--- src/rtl/fetch_prefetch_unit.sv ---
// ============================================================================
// fetch_prefetch_unit
// ----------------------------------------------------------------------------
// Instruction fetch stage with its own PC sequencer and a small prefetch FIFO.
// It issues sequential reads to a synchronous instruction memory with a
// 1-cycle read latency. Each returned word is paired with the PC that fetched
// it and queued for decode. A branch/jump redirect flushes the queue, kills
// any read still in flight, and restarts fetch at the new (word-aligned)
// target.
//
// Ports:
//   clock, reset      rising-edge clock, synchronous active-high reset
//   imem_req          read request this cycle
//   imem_addr         read address (current fetch PC)
//   imem_rdata        read data, valid the cycle after imem_req
//   redirect_valid    restart the fetch stream at redirect_pc
//   redirect_pc       new fetch target (low two bits ignored)
//   out_valid         FIFO head holds a valid {pc, instr} pair
//   out_ready         decode accepts the head this cycle
//   out_instr/out_pc  head instruction and its PC
//   occupancy         number of valid FIFO entries
// ============================================================================
module fetch_prefetch_unit #(
   parameter int               XLEN     = 64,
   parameter int               DEPTH    = 4,
   parameter logic [XLEN-1:0]  RESET_PC = '0,
   parameter int               PC_STEP  = 4
) (
   input  logic                         clock,
   input  logic                         reset,
   output logic                         imem_req,
   output logic [XLEN-1:0]              imem_addr,
   input  logic [31:0]                  imem_rdata,
   input  logic                         redirect_valid,
   input  logic [XLEN-1:0]              redirect_pc,
   output logic                         out_valid,
   input  logic                         out_ready,
   output logic [31:0]                  out_instr,
   output logic [XLEN-1:0]              out_pc,
   output logic [$clog2(DEPTH+1)-1:0]   occupancy
);

   localparam int PTR_W = $clog2(DEPTH);
   localparam int OCC_W = $clog2(DEPTH+1);

   logic [XLEN-1:0]  fetch_pc;
   logic [XLEN-1:0]  inflight_pc;
   logic             inflight;
   logic [PTR_W-1:0] rd_ptr;
   logic [PTR_W-1:0] wr_ptr;
   logic [OCC_W-1:0] count;
   logic [31:0]      instr_mem [DEPTH];
   logic [XLEN-1:0]  pc_mem    [DEPTH];

   logic             push;
   logic             pop;
   logic [OCC_W:0]   committed;
   logic             unused_redirect_low_bits;

   assign unused_redirect_low_bits = ^redirect_pc[1:0];

   // Issue and handshake decisions. A request is only issued when every
   // entry already queued plus the one in flight still leaves a free slot,
   // so the response always has somewhere to land. A pop in the same cycle
   // is deliberately not counted as a free slot. A redirect kills the
   // response arriving this cycle by suppressing its push.
   always_comb begin
      committed = {1'b0, count} + (OCC_W+1)'(inflight);
      imem_req  = !reset && !redirect_valid && (committed < (OCC_W+1)'(DEPTH));
      push      = inflight && !redirect_valid;
      pop       = out_valid && out_ready;
   end

   assign imem_addr = fetch_pc;
   assign out_valid = (count != '0);
   assign occupancy = count;
   assign out_instr = instr_mem[rd_ptr];
   assign out_pc    = pc_mem[rd_ptr];

   // PC sequencer, in-flight tracking and FIFO bookkeeping. Reset beats a
   // simultaneous redirect; a redirect empties the FIFO and drops the
   // in-flight read; otherwise the PC advances on each issue and the count
   // follows push/pop (a simultaneous push and pop leaves it unchanged).
   always_ff @(posedge clock) begin
      if (reset) begin
         fetch_pc    <= RESET_PC;
         inflight    <= 1'b0;
         inflight_pc <= '0;
         rd_ptr      <= '0;
         wr_ptr      <= '0;
         count       <= '0;
      end else if (redirect_valid) begin
         fetch_pc    <= {redirect_pc[XLEN-1:2], 2'b00};
         inflight    <= 1'b0;
         rd_ptr      <= '0;
         wr_ptr      <= '0;
         count       <= '0;
      end else begin
         inflight <= imem_req;
         if (imem_req) begin
            inflight_pc <= fetch_pc;
            fetch_pc    <= fetch_pc + XLEN'(PC_STEP);
         end
         if (push) begin
            wr_ptr <= wr_ptr + PTR_W'(1);
         end
         if (pop) begin
            rd_ptr <= rd_ptr + PTR_W'(1);
         end
         case ({push, pop})
            2'b10:   count <= count + OCC_W'(1);
            2'b01:   count <= count - OCC_W'(1);
            default: count <= count;
         endcase
      end
   end

   // FIFO storage has no reset; entries are only read while count says
   // they are valid.
   always_ff @(posedge clock) begin
      if (!reset && push) begin
         instr_mem[wr_ptr] <= imem_rdata;
         pc_mem[wr_ptr]    <= inflight_pc;
      end
   end

   // A push into a full FIFO without a matching pop would lose an entry;
   // the issue rule is meant to make this impossible.
   overflow_check : assert property (@(posedge clock) disable iff (reset)
      !(push && !pop && (count == OCC_W'(DEPTH))));

endmodule

--- config.mk ---
export PLATFORM = sky130hd
export DESIGN_NAME = fetch_prefetch_unit
export DESIGN_NICKNAME = d
export VERILOG_FILES = /design/src/rtl/fetch_prefetch_unit.sv
export SDC_FILE = /design/constraint.sdc
export NUM_CORES = 1
export LEC_CHECK = 0
export CORE_MARGIN = 3
export CORE_UTILIZATION = 50
export CTS_CLUSTER_DIAMETER = 200
export DETAILED_ROUTE_END_ITERATION = 10
export MAX_ROUTING_LAYER = met4
export PLACE_DENSITY = 0.81
export SLEW_MARGIN = 20
export SYNTH_ARGS = -nofsm -noshare
export SYNTH_HDL_FRONTEND = slang
export SYNTH_SLANG_ARGS = --single-unit
--- constraint.sdc ---
create_clock -name clock -period 4 [get_ports clock]
set_clock_uncertainty 0.15 [all_clocks]
set_input_delay 0.4 -clock clock [delete_from_list [all_inputs] [get_ports clock]]
set_output_delay 0.4 -clock clock [all_outputs]
set_load 0.01 [all_outputs]
Word-level counts from Yosys, hierarchy flattened --
Memories as Yosys holds them, arrays and structs flattened. A register that Yosys moved wholly into a read port is not among the register bits. Cells that the tools add are included. Widths: inputs -> output; s select.
Storage, ports and cells: bits of input ports 100, word-level logic and storage cells 40, RAM bits 384, memories 2, register bits after elaboration 136
Memory list:
- pc_mem | words 4, bits a word 64, rd ports 1, clocked after memory_dff 1, wr ports 1, line 53 | logic [XLEN-1:0] pc_mem [DEPTH];
- instr_mem | words 4, bits a word 32, rd ports 1, clocked after memory_dff 1, wr ports 1, line 52 | logic [31:0] instr_mem [DEPTH];
Operators by class: equality and inequality tests 2, $lt $le $gt $ge 1, add/subtract/negate cells 6, bitwise logic cells 1, reductions and logical operators 12, mux-type cells 9
Operators by type and width (count):
- $mux 64 | 2
- $add 64x3->64 const B | 1
- $mux 2 | 4
- $pmux 3 s2 | 1
- $logic_and 1x1->1 | 5
- $add 2x1->2 const B | 2
- $add 3x1->4 | 1
- $lt 4x3->1 const B | 1
- $reduce_bool 2->1 | 2
- $add 3x1->3 const B | 1
- $reduce_bool 3->1 | 1
- $sub 3x1->3 const B | 1
- $eq 2x1->1 const B | 1
- $eq 2x2->1 const B | 1
- $logic_not 1->1 | 2
- $mux 1 | 2
- $reduce_and 2->1 | 1
- $reduce_or 2->1 | 1
- $not 1->1 | 1

Logic depth before layout (Yosys ltp) --
Gate-level depths: netlist of run 1.
word-level depth 5, mapped depth 11

Worst setup path after synthesis of run 1 --
No wires, ideal clock.
path type input to register, start input port redirect_valid, end memory instr_mem[0][0] (enable), stages 4, setup time 0.464 ns, path slack 0.104 ns, arrival time 3.282 ns, required time 3.386 ns, path through clkbuf_1 > nor2_1 > clkbuf_1 > and3_1
Between the ends: word-level cells in the longest chain between the ends 5
Ends and longest elaborated chain:
- start: declaration | line 34 | input logic redirect_valid,
- $logic_not 1->1 | line 70 | push = inflight && !redirect_valid;
- $logic_and 1x1->1 | line 70
- $logic_and 1x1->1 | line 121 | if (!reset && push) begin
- $mux 1 | line 121
- $mux 1 (not written as such) | line 122 | instr_mem[wr_ptr] <= imem_rdata;
- end: declaration | line 52
Every way passes these cells.

==> metrics.txt, run 1 <==
FF+latch count, synth=510; period utilization=80.91%; Psw=2.319 mW; number of I/O port buffers=258; Via density=6.034; pre-CTS setup slack=0.9910 ns; Gate power share=4.9%; top cell type's share of synthesized area=55.69%; sequential power share=52.9%; synth top area cells=edfxtp_1 56%, dfxtp_1 13%, mux4_2 10%; crit path kind=flip-flop to primary output; Seq/Total Area, Yosys=68.92%; Post-CTS Setup Repair Bufs=0; Pint=8.755 mW; final-stage net count=1741; Initial DRC Count=1154; met2 Use GR=37.87%; worst-skew pair later-pin latency=0.59 ns; share of post-route cells with drive strength above 1=13.79%; Setup crit start kind=flip-flop; synthesized instance count=1381; WP data required=3.45 ns; clock share of power=42.2%; Placer Congestion=0.8784; Slowest-stage cell, CP=mux4_2; Core ar.=39910 um2; starting density of the core=50.80%; R2R depth=8; FMAX=309.0 MHz; Hold WC Path Type=primary input to flip-flop; clock slew at reported path FFs=0.06 ns; wirelength, routed=52.67 mm; Clock Sinks=510; Layout area overhead=24.01%; buffers and inverters on the worst path=2; die area=43000 um2; grt met1 use=33.38%; PwrDens=440.4 nW/um2; Total GRT Usage=24.85%; CTS root buf=clkbuf_16; largest net degree at the start of global routing=75; Worst Path Arrival=2.69 ns; overall die width=207.4 um; # DRC=0; Finished Layout Cells=2206; HPWL Detailed=33.52 mm; Max-Cap Viols=0; Slew HR=42.08%; DRT Pass-1 Iters=7; post-route setup TNS=0 ns; CTS Hold Bufs=0; WL/cell=23.88 um; post-synth top area cell=edfxtp_1; Die H=207.4 um; sw frac=20.94%; Final ANT Viol Nets=0; final worst slack=0.7636 ns; vias post-DR=13310; status=finished, final reports clean; critical path depth=3; slack of the worst reg-to-reg path=1.03 ns; worst setup path end=out_pc[18]; Yosys cell types=59; FFs w/ async S/R, synth=0%; delay of the slowest cell on the worst path=0.60 ns; final core occ=62.99%; initial antenna violation count=6; M3 GR Usage=5.667%; Resized cells post-CTS=0; critical path endpoint category=primary output; first-pass GRT wire length=80.12 mm; commonest non-fill, non-tap cell in the layout=edfxtp_1; Hold Path Depth=2; I/O pin count=265; Setup Viol. Count Final=0; Leak Pwr=8.202 nW; CTS tree=built; most frequent cells in the layout=376 x edfxtp_1, 256 x clkdlybuf4s50_1, 185 x nand2_1; VDD IR-drop max=0.2665 mV; H-tree depth=2; RR Endpoint=imem_addr[28]; max-slew violation count=0; R2R Path Start=inflight; row count=73; number of global-route vias before repair=13100; Synth Flop Type=edfxtp_1; most used routing layer=met2; Placed Cells=2107; Tmin final=3.236 ns; worst slew pin tran=0.8688 ns; GRT overflow=0; number of buffers created by CTS=50; Crit path max-delay family=buffers and inverters; Avg Cell Area, Syn=14.68 um2; final hold vios=0; clk buf depth=3; Mapped Area=20280 um2; CP max FO=69; EDFF count, synth=376; sequence of cells on the critical path=buf_12 -> mux4_2 -> clkdlybuf4s50_1; YS warnings=0; RSZ-0062 raised after global routing=false
[sequential cells by signal (all words and copies together), names as in the netlist, named ones only]
signal	flops
pc_mem	248
instr_mem	128
wr_ptr	2
inflight	1
imem_addr	62
occupancy	3
rd_ptr	2
inflight_pc	62
[routing by layer]
metal,vias to the layer above,wire length [um],part of all wire (%)
met2,716,25040,48
met3,104,5379,10
met5,-,0,0
met1,6592,20660,39
li1,5898,-,-
met4,0,1600,3.0
[cell families after synthesis]
kind of cell               Yosys count  synth area share (%)
buffers and inverters              106                 2.172
adders and majority gates            7                0.4690
muxes                               99                 10.70
other                                1               0.01850
xor gates and xnor gates            19                0.8207
and+or+nand+nor                    454                 11.37
DFF                                510                 68.92
AOI/OAI and AO/OA                  185                 5.535
[worst reg2reg max path: stages (launching register included)]
cell	delay, ns
dfxtp_1	0.42
a31oi_2	0.23
buf_4	0.29
nand2_4	0.25
clkinv_2	0.25
buf_4	0.35
nand3_1	0.34
or3_1	0.44
a31oi_1	0.17
[metrics by stage]
step	power, mW	hold WS (ns)	instance area [um2]
after detailed placement	6.505	0.3370	23490
after global placement	6.490	0.3181	23490
after floorplan	6.158	0.3100	20290
after CTS	11.15	0.1128	25130
after global routing	11.40	0.1774	25140
final	11.07	0.1649	25140
[Yosys cell counts, types with 7 or more instances]
| library cell | number |
|---|---|
| and4_1 | 9 |
| a31oi_1 | 23 |
| or4_1 | 13 |
| nand2_1 | 186 |
| nor4_1 | 21 |
| or3_1 | 22 |
| o21ai_0 | 14 |
| buf_1 | 9 |
| nor3_1 | 11 |
| nand3_1 | 54 |
| edfxtp_1 | 376 |
| buf_2 | 19 |
| inv_1 | 12 |
| clkbuf_1 | 58 |
| a21oi_1 | 92 |
| or2_2 | 7 |
| o211ai_1 | 12 |
| mux4_2 | 94 |
| nor2_1 | 53 |
| xnor2_1 | 8 |
| dfxtp_1 | 134 |
| nand4_1 | 43 |
| xor2_1 | 11 |
| and3_1 | 13 |
| a211oi_1 | 10 |
[worst min-delay path by stage]
| stage | to | start | slack [ns] |
|---|---|---|---|
| floorplan | pc_mem[0][10] | inflight_pc[10] | 0.31 |
| global placement | pc_mem[1][29] | inflight_pc[29] | 0.32 |
| detailed placement | pc_mem[3][58] | inflight_pc[58] | 0.34 |
| CTS | imem_addr[4] | reset | 0.11 |
| global route | imem_addr[44] | reset | 0.18 |
| finish | imem_addr[4] | reset | 0.16 |
[layout make-up]
type                    instances  area [um2]
multi-input cells             768        5901
inverters                      13       50.05
clock inverters                18       195.2
diodes                          6       15.01
clock buffers                  75        1448
fillers                      2829       14770
well taps                     525       656.9
flip-flops and latches        510       13980
repair buffers                291        2898
[power groups by stage]
stage / clock network, mW / logic, mW / registers, mW
floorplan: 0 / 0.228 / 5.93
global placement: 0 / 0.530 / 5.96
detailed placement: 0 / 0.537 / 5.97
CTS: 4.75 / 0.542 / 5.86
global route: 4.95 / 0.580 / 5.87
finish: 4.67 / 0.542 / 5.86
No activity file was read; power rests on OpenSTA's default activity.
==> run 2: changes to the inputs <==
clock period = 2.6 ns   (was 4 ns; I/O delays follow)
==> run 2 against run 1 <==
First-iteration DRC count up 14%. Utilization increased by 3.2 points. Cell area grew 5.0%. Combinational power increased by 88%. Hold slack got worse by 0.048 ns. Non-clock buffer count increased by 99. Wire length is 5.7% higher. Cell count rose by 4.4%. Critical path depth rose by 4. Total power increased by 64%. Critical path type unchanged. Critical endpoint is now out_instr[31].
==> metrics.txt, run 2 (same netlist as run 1, synthesis figures left out) <==
biggest regs=pc_mem x248, instr_mem x128; R2R Path Start=imem_addr[3]; commonest non-fill, non-tap cell in the layout=edfxtp_1; FMAX=386.0 MHz; crit path kind=flip-flop to primary output; initial antenna violation count=0 (-6); period utilization=99.64%; Hold WC Path Type=primary input to flip-flop; overall die width=207.4 um (unchanged); I/O pin count=265 (unchanged); delay of the slowest cell on the worst path=0.51 ns (-0.09 ns); Initial DRC Count=1317 (+14%); critical path endpoint category=primary output; PwrDens=688.6 nW/um2 (+56%); Leak Pwr=9.110 nW (+11%); Total GRT Usage=26.44% (+1.6 points); worst-skew pair later-pin latency=0.58 ns (about the same); WP data required=2.19 ns (-1.26 ns); most frequent cells in the layout=376 x edfxtp_1, 185 x nand2_1, 161 x clkdlybuf4s50_1; clock slew at reported path FFs=0.06 ns (about the same); clk buf depth=3 (unchanged); Final Hold Slack=0.1168 ns (-0.04808 ns); number of I/O port buffers=258 (unchanged); Pint=14.47 mW (+65%); hold path start=redirect_pc[7]; Placer Congestion=0.9292 (+5.8%); worst slew pin tran=0.6597 ns (-0.2091 ns); Die H=207.4 um (unchanged); DRT Pass-1 Iters=5 (-2); Setup crit start kind=flip-flop; Crit path max-delay family=buffers and inverters; die area=43000 um2 (unchanged); sequence of cells on the critical path=buf_12 -> buf_12 -> buf_12 -> buf_6 -> buf_6 -> mux4_2 -> buf_6; Clock Sinks=510 (unchanged); max-slew violation count=0 (unchanged); final hold vios=0 (unchanged); RSZ-0062 raised after global routing=true; max reg flops=248 (unchanged); Slew HR=56.02% (+14 points); number of buffers created by CTS=51 (+2.0%); # DRC=0 (unchanged); first-pass GRT wire length=84.91 mm (+6.0%); slack of the worst reg-to-reg path=0.19 ns (-0.84 ns); buffers and inverters on the worst path=6 (+4); sw frac=20.46% (-0.49 points); Largest Register=pc_mem; WL/cell=24.18 um (+1.3%); Via density=5.974 (-1.0%); row count=73 (unchanged); wirelength, routed=55.67 mm (+5.7%); H-tree depth=2 (unchanged); status=finished, final reports clean; Layout area overhead=30.26%; Tmin final=2.591 ns; largest net degree at the start of global routing=115 (+53%); Psw=3.720 mW (+60%); Gate power share=5.6% (+0.7 points); CP max FO=7 (-90%); final-stage net count=1841 (+5.7%); Slowest-stage cell, CP=mux4_2; HPWL Detailed=35.45 mm (+5.7%); vias post-DR=13750 (+3.3%); clock share of power=45.3% (+3.1 points); final core occ=66.17% (+3.2 points); starting density of the core=50.80% (unchanged); Core ar.=39910 um2 (unchanged); Final ANT Viol Nets=0 (unchanged); number of global-route vias before repair=13900 (+6.1%); Setup Viol. Count Final=0 (unchanged); share of post-route cells with drive strength above 1=22.41% (+8.6 points); GRT overflow=0 (unchanged); Max-Cap Viols=0 (unchanged); CTS root buf=clkbuf_16; VDD IR-drop max=0.4900 mV (+84%); sequential power share=49.1% (-3.8 points); CTS tree=built; Worst Path Arrival=2.18 ns (-0.51 ns)
run 2: cell count changes in the layout (fill, tap and decap cells not counted), moves of 5 or more:
cell             before  now
buf_12                6   23
buf_16                0    6
buf_2                 1   24
buf_4                28   94
buf_6                 0   29
bufinv_16             4   12
clkbuf_1             17    5
clkdlybuf4s15_1       0   13
clkdlybuf4s50_1     256  161
clkinv_1              6    0
diode_2               6    1
dlygate4sd2_1         0   32
run 2: layout make-up:
cell class | instances | area (um2)
flip-flops and latches | 510 | 13980
fillers | 2758 | 13500
multi-input cells | 768 | 5901
repair buffers | 390 | 3890
clock buffers | 67 | 1469
well taps | 525 | 656.9
clock inverters | 28 | 460.4
inverters | 13 | 50.05
diodes | 1 | 2.502
run 2: path summary, 6_finish.rpt:
| path | endpoint | cells after the start |
|---|---|---|
| min | imem_addr[7] | 3 |
| max reg2reg | imem_addr[53] | 7 |
| min reg2reg | inflight_pc[11] | 2 |
| max | out_instr[31] | 7 |
run 2: layer usage:
layer | wire [um] | track usage [%]
met1 | 22370 | 34.76
met2 | 27410 | 42.82
met3 | 4548 | 4.942
met4 | 1336 | 7.374
met5 | 0 | -
run 2: metrics by stage:
| step | setup TNS (ns) | total power [mW] | area [um2] | instances | setup WS (ns) |
|---|---|---|---|---|---|
| global route | -0.2688 | 18.68 | 26410 | 2301 | -0.05228 |
| global placement | 0 | 10.08 | 24130 | 2171 | 0.2340 |
| CTS | -1.052 | 18.31 | 26410 | 2301 | -0.1633 |
| finish | 0 | 18.19 | 26410 | 2302 | 0.009414 |
| floorplan | -37.28 | 9.472 | 20290 | 1384 | -0.09915 |
| detailed placement | 0 | 10.10 | 24130 | 2171 | 0.1724 |
run 2: power groups by stage:
stage,sequential (mW),combinational [mW],clock [mW]
after floorplan,9.12,0.351,0
after global placement,9.09,0.989,0
after detailed placement,9.10,1.00,0
after CTS,8.93,1.02,8.37
after global routing,8.94,1.09,8.65
final,8.93,1.02,8.23
run 2: worst min-delay path: cells and delay by family:
kind                   cells  cell delay [ns]
buffers and inverters      1             0.40
AND/OR/NAND/NOR            1             0.07
AO/OA/AOI/OAI              1             0.06
run 2: repair_timing:
item                       4_1_cts  5_1_grt
hold endpoints to repair         5        0
setup endpoints to repair       94       43
resized for setup              284       29
pin swaps                        0        0
hold buffers                     2        0
setup buffers                   28        5
gates cloned                     5        0
